===== config.mk =====
export PLATFORM = sky130hd
export DESIGN_NAME = sseg_capture
export DESIGN_NICKNAME = d
export VERILOG_FILES = /design/src/rtl/sseg_capture.sv
export SDC_FILE = /design/constraint.sdc
export NUM_CORES = 1
export LEC_CHECK = 0
export BUFFER_PORTS_ARGS = -buffer_cell sky130_fd_sc_hd__clkbuf_2
export CORE_ASPECT_RATIO = 0.5
export CORE_MARGIN = 4
export CORE_UTILIZATION = 35
export CTS_BUF_LIST = sky130_fd_sc_hd__clkbuf_2 sky130_fd_sc_hd__clkbuf_4 sky130_fd_sc_hd__clkbuf_8
export CTS_CLUSTER_DIAMETER = 200
export CTS_CLUSTER_SIZE = 30
export DETAILED_ROUTE_END_ITERATION = 12
export PLACE_DENSITY = 0.51
export SLEW_MARGIN = 0
export SYNTH_ARGS = -nofsm -noshare
export SYNTH_HDL_FRONTEND = slang
export SYNTH_SLANG_ARGS = --single-unit
export TNS_END_PERCENT = 10

===== constraint.sdc =====
create_clock -name clk -period 2.4 [get_ports clk]
set_input_delay 0.12 -clock clk [delete_from_list [all_inputs] [get_ports clk]]
set_output_delay 0.12 -clock clk [all_outputs]
set_load 0.02 [all_outputs]

===== src/rtl/sseg_capture.sv =====
// Recovers per-digit BCD values from a multiplexed, active-low seven-segment bus.
// A digit commits only after its anode/segment sample has been stable for STABLE_CYCLES edges.
module sseg_capture #(
    parameter int NUM_DIGITS    = 4,
    parameter int STABLE_CYCLES = 4
) (
    input  logic                      clk,
    input  logic                      rst_n,
    input  logic [NUM_DIGITS-1:0]     an,
    input  logic [6:0]                sseg,
    input  logic                      err_clr,
    output logic [4*NUM_DIGITS-1:0]   bcd_out,
    output logic [NUM_DIGITS-1:0]     digit_valid,
    output logic                      upd,
    output logic [2:0]                upd_idx,
    output logic                      err
);

    localparam int CNT_W = $clog2(STABLE_CYCLES + 1);

    typedef enum logic [1:0] {IDLE, TRACK, HOLD} state_t;

    function automatic logic one_low(input logic [NUM_DIGITS-1:0] a);
        int zeros;
        zeros = 0;
        for (int i = 0; i < NUM_DIGITS; i++)
            if (!a[i]) zeros++;
        return (zeros == 1);
    endfunction

    function automatic logic [2:0] low_idx(input logic [NUM_DIGITS-1:0] a);
        logic [2:0] idx;
        idx = 3'd0;
        for (int i = 0; i < NUM_DIGITS; i++)
            if (!a[i]) idx = 3'(i);
        return idx;
    endfunction

    // Result packing: {legal, blank, bcd[3:0]}
    function automatic logic [5:0] decode(input logic [6:0] s);
        logic [5:0] r;
        case (s)
            7'b0000001: r = {2'b10, 4'd0};
            7'b1001111: r = {2'b10, 4'd1};
            7'b0010010: r = {2'b10, 4'd2};
            7'b0000110: r = {2'b10, 4'd3};
            7'b1001100: r = {2'b10, 4'd4};
            7'b0100100: r = {2'b10, 4'd5};
            7'b0100000: r = {2'b10, 4'd6};
            7'b0001111: r = {2'b10, 4'd7};
            7'b0000000: r = {2'b10, 4'd8};
            7'b0001100: r = {2'b10, 4'd9};
            7'b1111111: r = {2'b01, 4'hF};
            default:    r = {2'b00, 4'hF};
        endcase
        return r;
    endfunction

    logic [NUM_DIGITS-1:0] an_p0;
    logic [6:0]            sseg_p0;
    state_t                state;
    logic [CNT_W-1:0]      count;

    logic       same;
    logic       new_one;
    logic       commit;
    logic [5:0] dec;
    logic       dec_legal;
    logic       dec_blank;
    logic [3:0] dec_bcd;
    logic [2:0] idx;

    assign same      = (an == an_p0) && (sseg == sseg_p0);
    assign new_one   = one_low(an);
    assign commit    = (state == TRACK) && (count == CNT_W'(STABLE_CYCLES));
    assign dec       = decode(sseg_p0);
    assign dec_legal = dec[5];
    assign dec_blank = dec[4];
    assign dec_bcd   = dec[3:0];
    assign idx       = low_idx(an_p0);

    // Stage p0: sample register, tracking FSM and commit outputs share one edge
    always_ff @(posedge clk or negedge rst_n) begin
        if (!rst_n) begin
            an_p0       <= '1;
            sseg_p0     <= '1;
            state       <= IDLE;
            count       <= '0;
            bcd_out     <= '1;
            digit_valid <= '0;
            upd         <= 1'b0;
            upd_idx     <= 3'd0;
            err         <= 1'b0;
        end else begin
            an_p0   <= an;
            sseg_p0 <= sseg;
            upd     <= commit;

            if (commit) begin
                upd_idx <= idx;
                for (int i = 0; i < NUM_DIGITS; i++) begin
                    if (idx == 3'(i)) begin
                        if (dec_legal) begin
                            bcd_out[4*i +: 4] <= dec_bcd;
                            digit_valid[i]    <= 1'b1;
                        end else if (dec_blank) begin
                            bcd_out[4*i +: 4] <= 4'hF;
                            digit_valid[i]    <= 1'b0;
                        end
                    end
                end
            end

            // Set has priority over clear so a coincident illegal commit is never lost
            if (commit && !dec_legal && !dec_blank)
                err <= 1'b1;
            else if (err_clr)
                err <= 1'b0;

            case (state)
                IDLE: begin
                    if (new_one) begin
                        state <= TRACK;
                        count <= CNT_W'(1);
                    end
                end
                TRACK: begin
                    if (!same) begin
                        state <= new_one ? TRACK : IDLE;
                        count <= new_one ? CNT_W'(1) : '0;
                    end else if (commit) begin
                        state <= HOLD;
                    end else if (count < CNT_W'(STABLE_CYCLES)) begin
                        count <= count + CNT_W'(1);
                    end
                end
                HOLD: begin
                    if (!same) begin
                        state <= new_one ? TRACK : IDLE;
                        count <= new_one ? CNT_W'(1) : '0;
                    end
                end
                default: begin
                    state <= IDLE;
                    count <= '0;
                end
            endcase
        end
    end

endmodule


==> Word-level counts from Yosys, hierarchy flattened <==
Index checks and enable logic that the tools add are counted.
{ "word_totals": {"latch_bits": 0, "input_bits": 14, "wordCells": 88, "mem_bits_ro": 0, "mem_bits_rw": 0, "register_bits": 41, "memories": 0, "output_inout_bits": 25} }
{ "classes": {"mux": 27, "n_addsub": 4, "n_mul": 0, "div_mod_pow": 0, "magnitude_cmp": 1, "shift": 0, "eq_ne": 24, "n_reduce_logical": 17, "bitwise": 0} }
{ "op_table": {"columns": ["op", "count"], "rows": [
  ["32-bit by 2-bit adder with 32-bit output (second input constant)", 3],
  ["32-bit 2-to-1 mux", 3],
  ["6-bit one-hot mux with 11 select lines", 1],
  ["32-bit by 2-bit == test with 1-bit output (second input constant)", 1],
  ["7-bit == test (second input constant)", 3],
  ["3-bit 2-to-1 mux", 7],
  ["3-bit AND reduction", 5],
  ["7-bit by 4-bit == test with 1-bit output (second input constant)", 2],
  ["7-bit by 6-bit == test with 1-bit output (second input constant)", 2],
  ["3-bit one-hot mux with 3 select lines", 1],
  ["1-bit 2-to-1 mux", 8],
  ["2-bit 2-to-1 mux", 4],
  ["4-bit 2-to-1 mux", 2],
  ["7-bit by 1-bit == test with 1-bit output (second input constant)", 1],
  ["7-bit by 3-bit == test with 1-bit output (second input constant)", 1],
  ["7-bit by 5-bit == test with 1-bit output (second input constant)", 1],
  ["7-bit == test", 1],
  ["7-bit zero test", 1],
  ["3-bit by 2-bit == test with 1-bit output (second input constant)", 2],
  ["3-bit inequality test (second input constant)", 2],
  ["2-bit one-hot mux with 3 select lines", 1],
  ["4-bit == test", 1],
  ["1-bit logical AND", 4],
  ["2-bit inequality test (second input constant)", 2],
  ["other kinds (12)", 14]
]} }

==> Logic depth before layout (Yosys ltp) <==
Gate-level depths: netlist of run 1.
{ "depth": {"word_depth": 11, "mapped_depth": 9, "ltp_nobuf": 9} }

==> Least setup slack after synthesis of run 1 <==
OpenSTA, ideal clock, no wires.
{ "synth_timing": {"path_kind": "register to register", "startpoint": "register sseg_p0[0]", "endpoint": "register digit_valid[3]", "period_less_slack_ps": 1829, "slack_ps": 571, "path_buffers": 1, "t_required_ps": 2275, "arrival_ps": 1705, "path_stages_with_launch": 7, "setup_time_ps": 125, "cell_sequence": "dfstp_2 > buf_4 > and3b_1 > o21ai_2 > o2111ai_4 > nand2_2 > mux2_2"} }
{ "synth_via": {"elab_chain_cells": 4, "elab_cells_between_ends": 15, "cone_classes": "10 x eq/ne; 2 x mux; 3 x reduce/logical"} }
{ "synth_lines": {"columns": ["element", "line", "source"], "rows": [
  ["start, declared", "60", "logic [6:0] sseg_p0;"],
  ["start signal, assigned", "96", "sseg_p0 <= sseg;"],
  ["7-bit == test, or another cell as far along", "42", "case (s)"],
  ["6-bit one-hot mux with 11 select lines (*)", "42", null],
  ["2-bit nonzero test (no line)", null, null],
  ["3-bit AND reduction (no line)", null, null],
  ["end signal, assigned", "90", "digit_valid <= '0;"],
  ["end signal, assigned by index", "105", "digit_valid[i] <= 1'b1;"],
  ["end signal, assigned by index", "108", "digit_valid[i] <= 1'b0;"],
  ["end, declared", "13", "output logic [NUM_DIGITS-1:0] digit_valid,"]
]} }
Mark *: on every way between the ends. The rest lies on a longest branch, timed or not.
A chain may end at the register's enable or synchronous reset.

==> Final worst setup path of run 1 <==
{ "layout_timing": {"startpoint": "input an[0]", "endpoint": "register count[1]"} }
{ "layout_via": {"elab_chain_cells": 10, "elab_cells_between_ends": 17, "cone_classes": "3 x add/sub; 6 x eq/ne; 6 x mux; 2 x reduce/logical"} }
{ "layout_lines": {"columns": ["element", "line", "source"], "rows": [
  ["start, declared", "9", "input logic [NUM_DIGITS-1:0] an,"],
  ["1-bit 2-to-1 mux", "27", "if (!a[i]) zeros++;"],
  ["32-bit by 2-bit adder with 32-bit output", "27", null],
  ["32-bit 2-to-1 mux", "27", null],
  ["32-bit by 2-bit adder with 32-bit output", "27", null],
  ["32-bit 2-to-1 mux", "27", null],
  ["32-bit by 2-bit adder with 32-bit output", "27", null],
  ["32-bit 2-to-1 mux", "27", null],
  ["32-bit by 2-bit == test with 1-bit output", "28", "return (zeros == 1);"],
  ["2-bit inequality test (no line)", null, null],
  ["4-bit AND reduction (no line)", null, null],
  ["end signal, assigned", "130", "count <= new_one ? CNT_W'(1) : '0;"],
  ["end signal, assigned", "134", "count <= count + CNT_W'(1);"],
  ["end signal, assigned", "140", "count <= new_one ? CNT_W'(1) : '0;"],
  ["end, declared", "62", "logic [CNT_W-1:0] count;"]
]} }
Several ways; a longest one is shown, not always the timed one.

==> results of run 1 <==
==> layer usage <==
metal  global-route usage [%]  up-vias  routed length, um
met2                     19.7       30               1990
met1                     17.9      762               2330
met4                     3.39        0                 29
met5                        0        -                  0
met3                     3.01        2                181
li1                         -      778                  -
==> cells in the final DEF, fill, tap and decap left out, types with 5 or more instances in the layout <==
cell | Yosys | routed
clkbuf_2 | 1 | 37
nand2_1 | 8 | 8
clkbuf_8 | 0 | 5
ha_1 | 5 | 5
a21oi_1 | 10 | 10
nor2_1 | 8 | 8
mux2_2 | 5 | 5
xor2_1 | 14 | 14
dlygate4sd3_1 | 0 | 11
dfstp_2 | 27 | 27
mux2_4 | 5 | 5
dfrtp_1 | 13 | 13
inv_1 | 10 | 10
==> sequential cells by signal (all words and copies together) (netlist names) <==
register,cells
upd_idx,2
sseg_p0,7
upd,1
state,2
count,3
bcd_out,16
digit_valid,4
err,1
an_p0,4
==> power breakdown <==
part	total, mW	switching (mW)	internal [mW]	leakage, nW
registers	0.741	0.0388	0.702	0.458
clock network	0.443	0.217	0.227	0.0491
logic	0.168	0.0887	0.0788	0.677
==> what timing repair did <==
item | in CTS | in global routing
endpoints found under the setup margin | 0 | 2
gates resized for setup | 0 | 2
hold buffers | 11 | 0
hold endpoints to repair | 11 | 0
==> worst max-delay path: stages <==
cell           delay [ns]
dlygate4sd3_1        0.52
clkbuf_2             0.15
inv_1                0.05
ha_1                 0.34
xnor2_2              0.23
ha_1                 0.27
o41a_1               0.50
mux2i_1              0.19
o31ai_1              0.09
==> cells by family (layout without fill, tap and decap cells) <==
logic type | count (synthesis) | in the layout | share of synthesized area, %
and+or+nand+nor | 56 | 56 | 16.8
AOI/OAI and AO/OA | 41 | 41 | 14.1
DFF | 40 | 40 | 46.7
buffers and inverters | 21 | 66 | 5.82
xor gates and xnor gates | 16 | 16 | 6.33
muxes | 12 | 12 | 6.84
adders and majority gates | 6 | 6 | 3.28
other | 1 | 1 | 0.169
==> through the flow <==
step,setup WS [ns],util [%],total power [mW],TNS (ns)
floorplan,0.571,-,0.855,0
global placement,0.362,39.6,0.896,0
detailed placement,0.277,39.6,0.902,0
CTS,0.0406,42.9,1.37,0
global route,-0.0381,43.1,1.44,-0.0381
finish,0.109,43.1,1.35,0
==> path summary, 6_finish.rpt <==
check / start / depth (start not counted) / slack (ns) / end
setup reg to reg: sseg_p0[4] / 5 / 0.35 / bcd_out[11]
max in group asynchronous: rst_n / 1 / 1.81 / state[1]
setup / recovery: an[0] / 9 / 0.11 / count[1]
min in group clk: err_clr / 2 / 0.02 / err
hold / removal: rst_n / 1 / -0.007 / upd
hold reg to reg: bcd_out[1] / 2 / 0.46 / bcd_out[1]
==> layout make-up <==
type / instances / area, um2 / area share [%]
flip-flops and latches: 40 / 1030 / 39.3
inverters: 10 / 37.5 / 1.43
clock buffers: 7 / 83.8 / 3.19
clock inverters: 1 / 5.00 / 0.190
repair buffers: 48 / 295 / 11.2
multi-input cells: 132 / 1060 / 40.5
well taps: 88 / 110 / 4.18
==> impl_summary.log, run 1 <==
[metrics] clock edge transition at the registers on the reported setup and hold paths: around 0.08 ns
[metrics] maximum level of the CTS H-tree: 2
[metrics] detail-routed via count per cell: 4.82
[metrics] Distinct cells, synth: ~60
[metrics] Placeable Area: around 6000 um2
[metrics] violations in the final reports: hold timing
[metrics] maximum number of pins on one net before global-route repair: 41
[metrics] unrepaired setup endpoints after global routing: yes
[metrics] Layout Skew: 0.00812 ns
[metrics] EDFF count, synth: 0
[metrics] fraction of layout cells with a size suffix above 1: around two fifths
[metrics] area of placed instances: 2420 um2
[metrics] Slew headroom: 34.8%
[metrics] most instantiated flip-flop cell in the synthesis netlist: dfstp_2
[metrics] placed cell count: about 310
[metrics] number of global-route vias before repair: 1,591
[metrics] first-pass GRT wire length: slightly below 8000 um
[metrics] vias: between 1,500 and 2,000
[metrics] final cycle utilization of the critical path: 95.5%
[metrics] Syn Std Cell Area: 2210 um2
[metrics] max-cap violation count: 0
[metrics] total inserted antenna cells: 0
[metrics] share of the synthesized area in the top cell type: 32.0%
[metrics] maximum vdd ir drop: between 200 and 250 uV
[metrics] DIE AREA: ~7700 um2
[metrics] Yosys reg bits: 40
[metrics] min Tclk post-route: between 2 and 2.5 ns
[metrics] Synth Instances: 193
[metrics] hold violation total from the final report: 12
[metrics] kind of critical path: in -> reg
[metrics] Power per Cell Area: 514 nW/um2
[metrics] class of the most critical hold timing path: in -> async
[metrics] height of the die: 64.2 um
[metrics] total grt overflow: 0
[metrics] total number of yosys warnings: 0
[metrics] Initial Utilization: a little over a third
[metrics] total wire length: 4540 um
[metrics] upper clock frequency limit: 436 MHz
[metrics] share of the yosys chip area belonging to registers: 46.7%
[metrics] Detailed Routing Iterations Pass 1: 4
[metrics] number of placement rows: 20
[metrics] final setup violating endpoints: 0
[metrics] cell area after layout: 2630 um2
[metrics] status: complete, but fails checks
[metrics] reported leakage power: 1.18 nW
[metrics] Startpoint Class: input port
[metrics] clock tree root buffer cell: clkbuf_8
[metrics] drt first-iter violations: 66
[metrics] Final ANT Viol Nets: 0
[metrics] critical path peak fanout: 4
[metrics] routability cong.: a little over 0.8
[metrics] Filler Cells Inserted: about 600
[metrics] required arrival time at the worst endpoint: 2.56 ns
[metrics] Synth top cells by count: dfstp_2 (27), xor2_1 (14), dfrtp_1 (13)
[metrics] type of destination of the critical path: flip-flop
[metrics] clock tree from TritonCTS: done
[metrics] Synth async-reset ratio: 100%
[metrics] number of antenna violations at the first check in global routing: 0
[metrics] clock sinks: 40
[metrics] clock latency on the worst-skew pair: 0.28 ns
[metrics] Max Transition Viols Final: 0
[metrics] main area contributors after synthesis: dfstp_2 (32%), dfrtp_1 (15%), xor2_1 (5.5%)
[metrics] cell type with the largest total area after synthesis: dfstp_2
[metrics] Post-CTS Setup Bufs: 0
[metrics] Arr. time, crit path: between 2 and 2.5 ns
[metrics] leading cell type by number of instances after synthesis: dfstp_2
[metrics] die boundary width: 120 um
[metrics] post-synthesis net count: 212
[metrics] CTS Buf Count: 5
[metrics] maximum buffer depth of the clock tree: 2
[metrics] average wire length per cell after detail routing: 13.9 um
[metrics] NumNets Final: 256
[metrics] Worst Max-Slew Pin Slew: 0.979 ns
[metrics] input/output buffers: 37
[metrics] worst hold margin: -0.00716 ns
[metrics] area added between synthesis and finish: 18.8%
[metrics] filler-free cell count of the finished design: roughly 330
[metrics] Post-DP HPWL: 3380 um
[metrics] number of top-level pins: 39
[metrics] total global routing track utilization: 12.7%
[metrics] synthesized area per cell: between 10 and 15 um2
[metrics] DRC violations left: 0
(Power assumes the default switching activity.)
==> run 2, diff against run 1 <==
Settings changed: CORE_UTILIZATION 35 to 41, PLACE_DENSITY 0.51 to 0.59.
==> impl_summary.log, run 2 (synthesis gave the netlist of run 1 again) <==
[metrics] area added between synthesis and finish: 18.8% (unchanged)
[metrics] height of the die: 60.0 um (-6.7%)
[metrics] dominant delay contributor by cell family on the critical path: buffers and inverters
[metrics] Max Transition Viols Final: 0 (unchanged)
[metrics] most frequent cells in the layout: clkbuf_2 (37), dfstp_2 (27), xor2_1 (14)
[metrics] Placeable Area: 5070 um2 (-17%)
[metrics] most common cell after layout, fill and taps aside: clkbuf_2
[metrics] pre-CTS WS: 0.330 ns (+0.0522 ns)
[metrics] die boundary width: 112 um (-7.1%)
[metrics] routability cong.: 0.736 (-10%)
[metrics] Power per Cell Area: 556 nW/um2 (+8.1%)
[metrics] min Tclk post-route: 2.22 ns (-0.0758 ns)
[metrics] Detailed Routing Iterations Pass 1: 4 (unchanged)
[metrics] class of the most critical hold timing path: in -> async
[metrics] register with the most flip-flops: bcd_out
[metrics] clock tree root buffer cell: clkbuf_8
[metrics] Startpoint Class: input port
[metrics] total global routing track utilization: 14.6% (+1.9 points)
[metrics] Post-CTS Setup Bufs: 0 (unchanged)
[metrics] Arr. time, crit path: 2.38 ns (-0.07 ns)
[metrics] fraction of layout cells with a size suffix above 1: 40.8% (unchanged)
[metrics] total inserted antenna cells: 0 (unchanged)
[metrics] clock edge transition at the registers on the reported setup and hold paths: 0.08 ns (about the same)
[metrics] drt first-iter violations: 52 (-21%)
[metrics] clock tree from TritonCTS: done
[metrics] clock sinks: 40 (unchanged)
[metrics] maximum level of the CTS H-tree: 2 (unchanged)
[metrics] detail-routed via count per cell: 5.20 (+7.8%)
[metrics] vias: 1,601 (+1.8%)
[metrics] number of top-level pins: 39 (unchanged)
[metrics] CP peak stage delay: 0.52 ns (about the same)
[metrics] upper clock frequency limit: 451 MHz (+3.4%)
[metrics] final setup violating endpoints: 0 (unchanged)
[metrics] max-cap violation count: 0 (unchanged)
[metrics] number of buffers and inverters on the critical path: 3 (unchanged)
[metrics] critical path peak fanout: 4 (unchanged)
[metrics] biggest regs: bcd_out (16), sseg_p0 (7)
[metrics] flip-flop count of the largest register, all copies and words added: 16 (unchanged)
[metrics] area of placed instances: 2400 um2 (-0.93%)
[metrics] violations in the final reports: hold timing
[metrics] Initial Utilization: 43.7% (+7.4 points)
[metrics] Final ANT Viol Nets: 0 (unchanged)
[metrics] overall power of the completed layout: 1.46 mW (+8.1%)
[metrics] maximum number of pins on one net before global-route repair: 41 (unchanged)
[metrics] cell mode on critical path: ha_1
[metrics] crit path max-delay cell type: dlygate4sd3_1
[metrics] input/output buffers: 37 (unchanged)
[metrics] Post-DP HPWL: 3330 um (-1.7%)
[metrics] number of global-route vias before repair: 1,564 (-1.7%)
[metrics] clock latency on the worst-skew pair: 0.29 ns (about the same)
[metrics] CTS Buf Count: 5 (unchanged)
[metrics] reported leakage power: 1.19 nW (+0.80%)
[metrics] maximum buffer depth of the clock tree: 2 (unchanged)
[metrics] final cycle utilization of the critical path: 92.3% (-3.2 points)
[metrics] Critical Path, Cell by Cell: dlygate4sd3_1 -> clkbuf_2 -> inv_1 -> ha_1 -> xnor2_2 -> ha_1 -> o41a_1 -> mux2i_1 -> o31ai_1
[metrics] average wire length per cell after detail routing: 14.8 um (+6.3%)
[metrics] Worst Max-Slew Pin Slew: 0.976 ns (-0.00300 ns)
[metrics] worst hold margin: -0.0250 ns (-0.0178 ns)
[metrics] DRC violations left: 0 (unchanged)
[metrics] cell area after layout: 2630 um2 (unchanged)
[metrics] aggregate negative setup slack: 0 ns (unchanged)
[metrics] kind of critical path: in -> reg
[metrics] first-pass GRT wire length: 7740 um (-2.2%)
[metrics] number of antenna violations at the first check in global routing: 0 (unchanged)
[metrics] type of destination of the critical path: flip-flop
[metrics] total grt overflow: 0 (unchanged)
[metrics] hold violation total from the final report: 11 (-1)
[metrics] required arrival time at the worst endpoint: 2.56 ns (about the same)
[metrics] total wire length: 4550 um (+0.42%)
[metrics] number of placement rows: 18 (-10%)
[metrics] Finished Core Util: 51.9% (+8.8 points)
[metrics] setup slack of the critical path after layout: 0.185 ns (+0.0758 ns)
[metrics] status: complete, but fails checks
[metrics] Slew headroom: 35.0% (+0.20 points)
[metrics] DIE AREA: 6710 um2 (-13%)
[metrics] Layout Skew: 0.00521 ns (-0.00291 ns)
[metrics] setup slack of the most critical reg-to-reg path: 0.32 ns (-0.03 ns)
[metrics] unrepaired setup endpoints after global routing: no
[metrics] maximum vdd ir drop: 231 uV (-0.12%)
[metrics] NumNets Final: 256 (unchanged)
==> run 2: changes by cell type in the layout (fill, tap and decap cells not counted), sizes merged <==
cell / change
clkbuf: -1
bufinv: +1
==> run 2: final timing paths <==
kind | depth (start not counted) | from | endpoint
worst max-delay path | 9 | an[0] | count[1]
min in group clk | 2 | err_clr | err
worst min register to register | 2 | bcd_out[1] | bcd_out[1]
worst max register to register | 5 | sseg_p0[4] | bcd_out[15]
worst min-delay path | 1 | rst_n | count[0]
max in group asynchronous | 1 | rst_n | digit_valid[3]
==> run 2: stage by stage <==
step | hold slack, ns | instances
global route | 0.0308 | 308
floorplan | -0.176 | 193
global placement | 0.231 | 289
detailed placement | 0.231 | 289
finish | -0.0250 | 308
CTS | 0.0138 | 308
==> run 2: per-layer routing <==
layer | global-route usage, % | up-vias | wire, um
li1 | - | 785 | -
met1 | 20.0 | 772 | 2280
met2 | 22.7 | 38 | 2020
met3 | 4.55 | 6 | 192
met4 | 4.11 | 0 | 59
met5 | 0 | - | 0
==> run 2: cell type report <==
cell class	instances	area [um2]
clock buffers	6	76.3
clock inverters	2	35.0
fillers	469	2440
inverters	10	37.5
multi-input cells	132	1060
flip-flops and latches	40	1030
well taps	70	87.6
repair buffers	48	295
==> run 2: power by group <==
part,total [mW],switching [mW],internal (mW),leakage (nW)
Combinational,0.168,0.0890,0.0789,0.677
Sequential,0.741,0.0388,0.702,0.458
Clock,0.553,0.233,0.320,0.0586
Total,1.46,0.361,1.10,1.19
==> run 2: timing repair <==
action / in CTS / in global routing
hold buffers: 11 / 0
endpoints found under the hold margin: 11 / 0
setup endpoints to repair: 0 / 1
resized for setup: 0 / 2
==> run 3, diff against run 2 <==
--- a/config.mk
+++ b/config.mk
@@ -7,6 +7,5 @@
 export LEC_CHECK = 0
 export BUFFER_PORTS_ARGS = -buffer_cell sky130_fd_sc_hd__clkbuf_2
-export CORE_ASPECT_RATIO = 0.5
-export CORE_MARGIN = 4
+export CORE_ASPECT_RATIO = 1.2
 export CORE_UTILIZATION = 41
 export CTS_BUF_LIST = sky130_fd_sc_hd__clkbuf_2 sky130_fd_sc_hd__clkbuf_4 sky130_fd_sc_hd__clkbuf_8
==> constraint.sdc (replaced) <==
create_clock -name clk -period 2.4 [get_ports clk]
set_input_delay 0.12 -clock clk [delete_from_list [all_inputs] [get_ports clk]]
set_output_delay 0.12 -clock clk [all_outputs]
set_load 0.01 [all_outputs]
==> impl_summary.log, run 3 (synthesis gave the netlist of run 1 again) <==
[metrics] status: finished, final reports clean
[metrics] register with the most flip-flops: bcd_out
[metrics] Post-DP HPWL: 3090 um (-7.2%)
[metrics] Power per Cell Area: 558 nW/um2 (+0.47%)
[metrics] endpoint with the worst hold slack: err
[metrics] clock edge transition at the registers on the reported setup and hold paths: 0.09 ns (about the same)
[metrics] clock latency on the worst-skew pair: 0.30 ns (about the same)
[metrics] maximum number of pins on one net before global-route repair: 34 (-17%)
[metrics] hold violation total from the final report: 0 (-11)
[metrics] routed length on met1: 2090 um (-8.5%)
[metrics] biggest regs: bcd_out (16), sseg_p0 (7)
[metrics] final setup violating endpoints: 0 (unchanged)
[metrics] max-cap violation count: 0 (unchanged)
[metrics] switch share: 25.6% (+0.90 points)
[metrics] number of antenna violations at the first check in global routing: 0 (unchanged)
[metrics] DRC violations left: 0 (unchanged)
[metrics] total global routing track utilization: 17.1% (+2.5 points)
[metrics] detail-routed via count per cell: 5.20 (about the same)
[metrics] Crit Reg-Reg Endpoint: bcd_out[11]
[metrics] number of placement rows: 28 (+10)
[metrics] most common cell after layout, fill and taps aside: clkbuf_2
[metrics] final cycle utilization of the critical path: 92.9% (+0.63 points)
[metrics] Layout Skew: 0.0111 ns (+0.00594 ns)
[metrics] input/output buffers: 37 (unchanged)
[metrics] CTS Buf Count: 5 (unchanged)
[metrics] average wire length per cell after detail routing: 14.5 um (-1.6%)
[metrics] met3 wire len: 111 um (-42%)
[metrics] setup slack of the critical path after layout: 0.169 ns (-0.0152 ns)
[metrics] Worst Max-Slew Pin Slew: 0.810 ns (-0.166 ns)
[metrics] Final ANT Viol Nets: 0 (unchanged)
[metrics] Slew headroom: 46.0% (+11 points)
[metrics] depth of the worst register-to-register path: 5 (unchanged)
[metrics] switching power total: 0.377 mW (+4.5%)
[metrics] type of destination of the critical path: flip-flop
[metrics] Initial Utilization: 43.6% (-0.11 points)
[metrics] startpoint of the worst register-to-register path: sseg_p0[2]
[metrics] upper clock frequency limit: 448 MHz (-0.68%)
[metrics] number of global-route vias before repair: 1,531 (-2.1%)
[metrics] most frequent cells in the layout: clkbuf_2 (37), dfstp_2 (27), xor2_1 (14)
[metrics] total grt overflow: 0 (unchanged)
[metrics] clock tree root buffer cell: clkbuf_8
[metrics] NumNets Final: 258 (+0.78%)
[metrics] drt first-iter violations: 34 (-35%)
[metrics] combinational cell fraction of total power: 11.5% (about the same)
[metrics] Max Transition Viols Final: 0 (unchanged)
[metrics] flip-flop count of the largest register, all copies and words added: 16 (unchanged)
[metrics] min Tclk post-route: 2.23 ns (+0.0152 ns)
[metrics] unrepaired setup endpoints after global routing: no
[metrics] maximum buffer depth of the clock tree: 2 (unchanged)
[metrics] count of cells along the worst hold path: 2
[metrics] class of the most critical hold timing path: in -> reg
[metrics] critical path peak fanout: 4 (unchanged)
[metrics] Arr. time, crit path: 2.40 ns (+0.02 ns)
[metrics] required arrival time at the worst endpoint: 2.57 ns (about the same)
[metrics] clock network fraction of total power: 38.3% (+0.5 points)
[metrics] vias: 1,560 (-2.6%)
[metrics] uppermost signal routing layer after detailed routing: met4
[metrics] fraction of layout cells with a size suffix above 1: 40.8% (+0.077 points)
[metrics] aggregate negative setup slack: 0 ns (unchanged)
[metrics] pre-CTS WS: 0.344 ns (+0.0146 ns)
[metrics] area of placed instances: 2390 um2 (-0.21%)
[metrics] Post-CTS Setup Bufs: 0 (unchanged)
[metrics] Detailed Routing Iterations Pass 1: 4 (unchanged)
[metrics] area added between synthesis and finish: 19.2%
[metrics] Placeable Area: 5080 um2 (+0.25%)
[metrics] internal portion of total power: 1.10 mW (-0.40%)
[metrics] clock sinks: 40 (unchanged)
[metrics] Startpoint Class: input port
[metrics] first-pass GRT wire length: 7490 um (-3.3%)
[metrics] clock tree from TritonCTS: done
[metrics] DIE AREA: 5700 um2 (-15%)
[metrics] Min-Delay Startpoint: err_clr
[metrics] die boundary width: 69.1 um (-38%)
[metrics] setup slack of the most critical reg-to-reg path: 0.37 ns (+0.05 ns)
[metrics] reported leakage power: 1.20 nW (+0.43%)
[metrics] sequential group share of total power: 50.2% (-0.5 points)
[metrics] kind of critical path: in -> reg
[metrics] routability cong.: 0.740 (+0.53%)
[metrics] maximum level of the CTS H-tree: 2 (unchanged)
[metrics] total wire length: 4360 um (-4.2%)
[metrics] maximum vdd ir drop: 251 uV (+9.1%)
[metrics] height of the die: 82.5 um (+38%)
[metrics] sum of met2 wire segment lengths after detailed routing: 2140 um (+5.8%)
[metrics] cell area after layout: 2640 um2 (+0.33%)
[metrics] total inserted antenna cells: 0 (unchanged)
[metrics] number of top-level pins: 39 (unchanged)
[run 3: cell types whose count changed in the layout (fill, tap and decap cells not counted)]
cell	before	now
buf_4	0	1
inv_6	0	1
dlygate4sd3_1	11	12
clkbuf_4	1	0
clkinv_2	1	0
clkinvlp_4	0	1
[run 3: repair_timing]
action / in CTS / in global routing
hold endpoints to repair: 24 / 0
gates resized for setup: 0 / 2
endpoints found under the setup margin: 0 / 2
hold buffers: 12 / 0
[run 3: worst max-delay path, cell delays in order]
cell           delay [ns]
dlygate4sd3_1        0.53
clkbuf_2             0.15
inv_1                0.05
ha_1                 0.31
xnor2_2              0.23
ha_1                 0.26
o41a_1               0.47
mux2i_1              0.16
o31ai_1              0.09
[run 3: power groups by stage]
stage / clock (mW) / sequential (mW) / combinational [mW]
2_1_floorplan: 0 / 0.725 / 0.130
6_report: 0.564 / 0.740 / 0.169
5_1_grt: 0.613 / 0.746 / 0.194
4_1_cts: 0.585 / 0.740 / 0.164
3_3_place_gp: 0 / 0.752 / 0.146
3_5_place_dp: 0 / 0.752 / 0.149
[run 3: area by class of cell]
cell class | instances | area, um2
clock buffers | 5 | 68.8
clock inverters | 3 | 46.3
fillers | 457 | 2440
inverters | 10 | 37.5
multi-input cells | 132 | 1060
flip-flops and latches | 40 | 1030
well taps | 60 | 75.1
repair buffers | 50 | 313
[run 3: per-stage QoR]
stage,instances,power (mW),utilization [%],hold slack [ns]
floorplan,193,0.854,-,-0.176
global placement,280,0.897,47.1,0.232
detailed placement,280,0.901,47.1,0.233
CTS,300,1.49,51.7,0.00316
global route,300,1.55,52.0,0.00347
finish,300,1.47,52.0,0.00886
[run 3: worst max-delay path by stage]
| stage | from | slack (ns) | endpoint |
|---|---|---|---|
| global placement | an[0] | 0.38 | count[0] |
| floorplan | sseg_p0[0] | 0.57 | digit_valid[3] |
| detailed placement | an[0] | 0.34 | count[0] |
| CTS | an[0] | 0.12 | count[0] |
| global route | an[1] | 0.04 | count[1] |
| finish | an[1] | 0.17 | count[1] |
[run 3: per-layer routing]
layer	vias up	global-route usage [%]
met3	2	3.40
met5	-	0
met1	747	21.4
met2	30	29.4
met4	0	6.73
li1	781	-
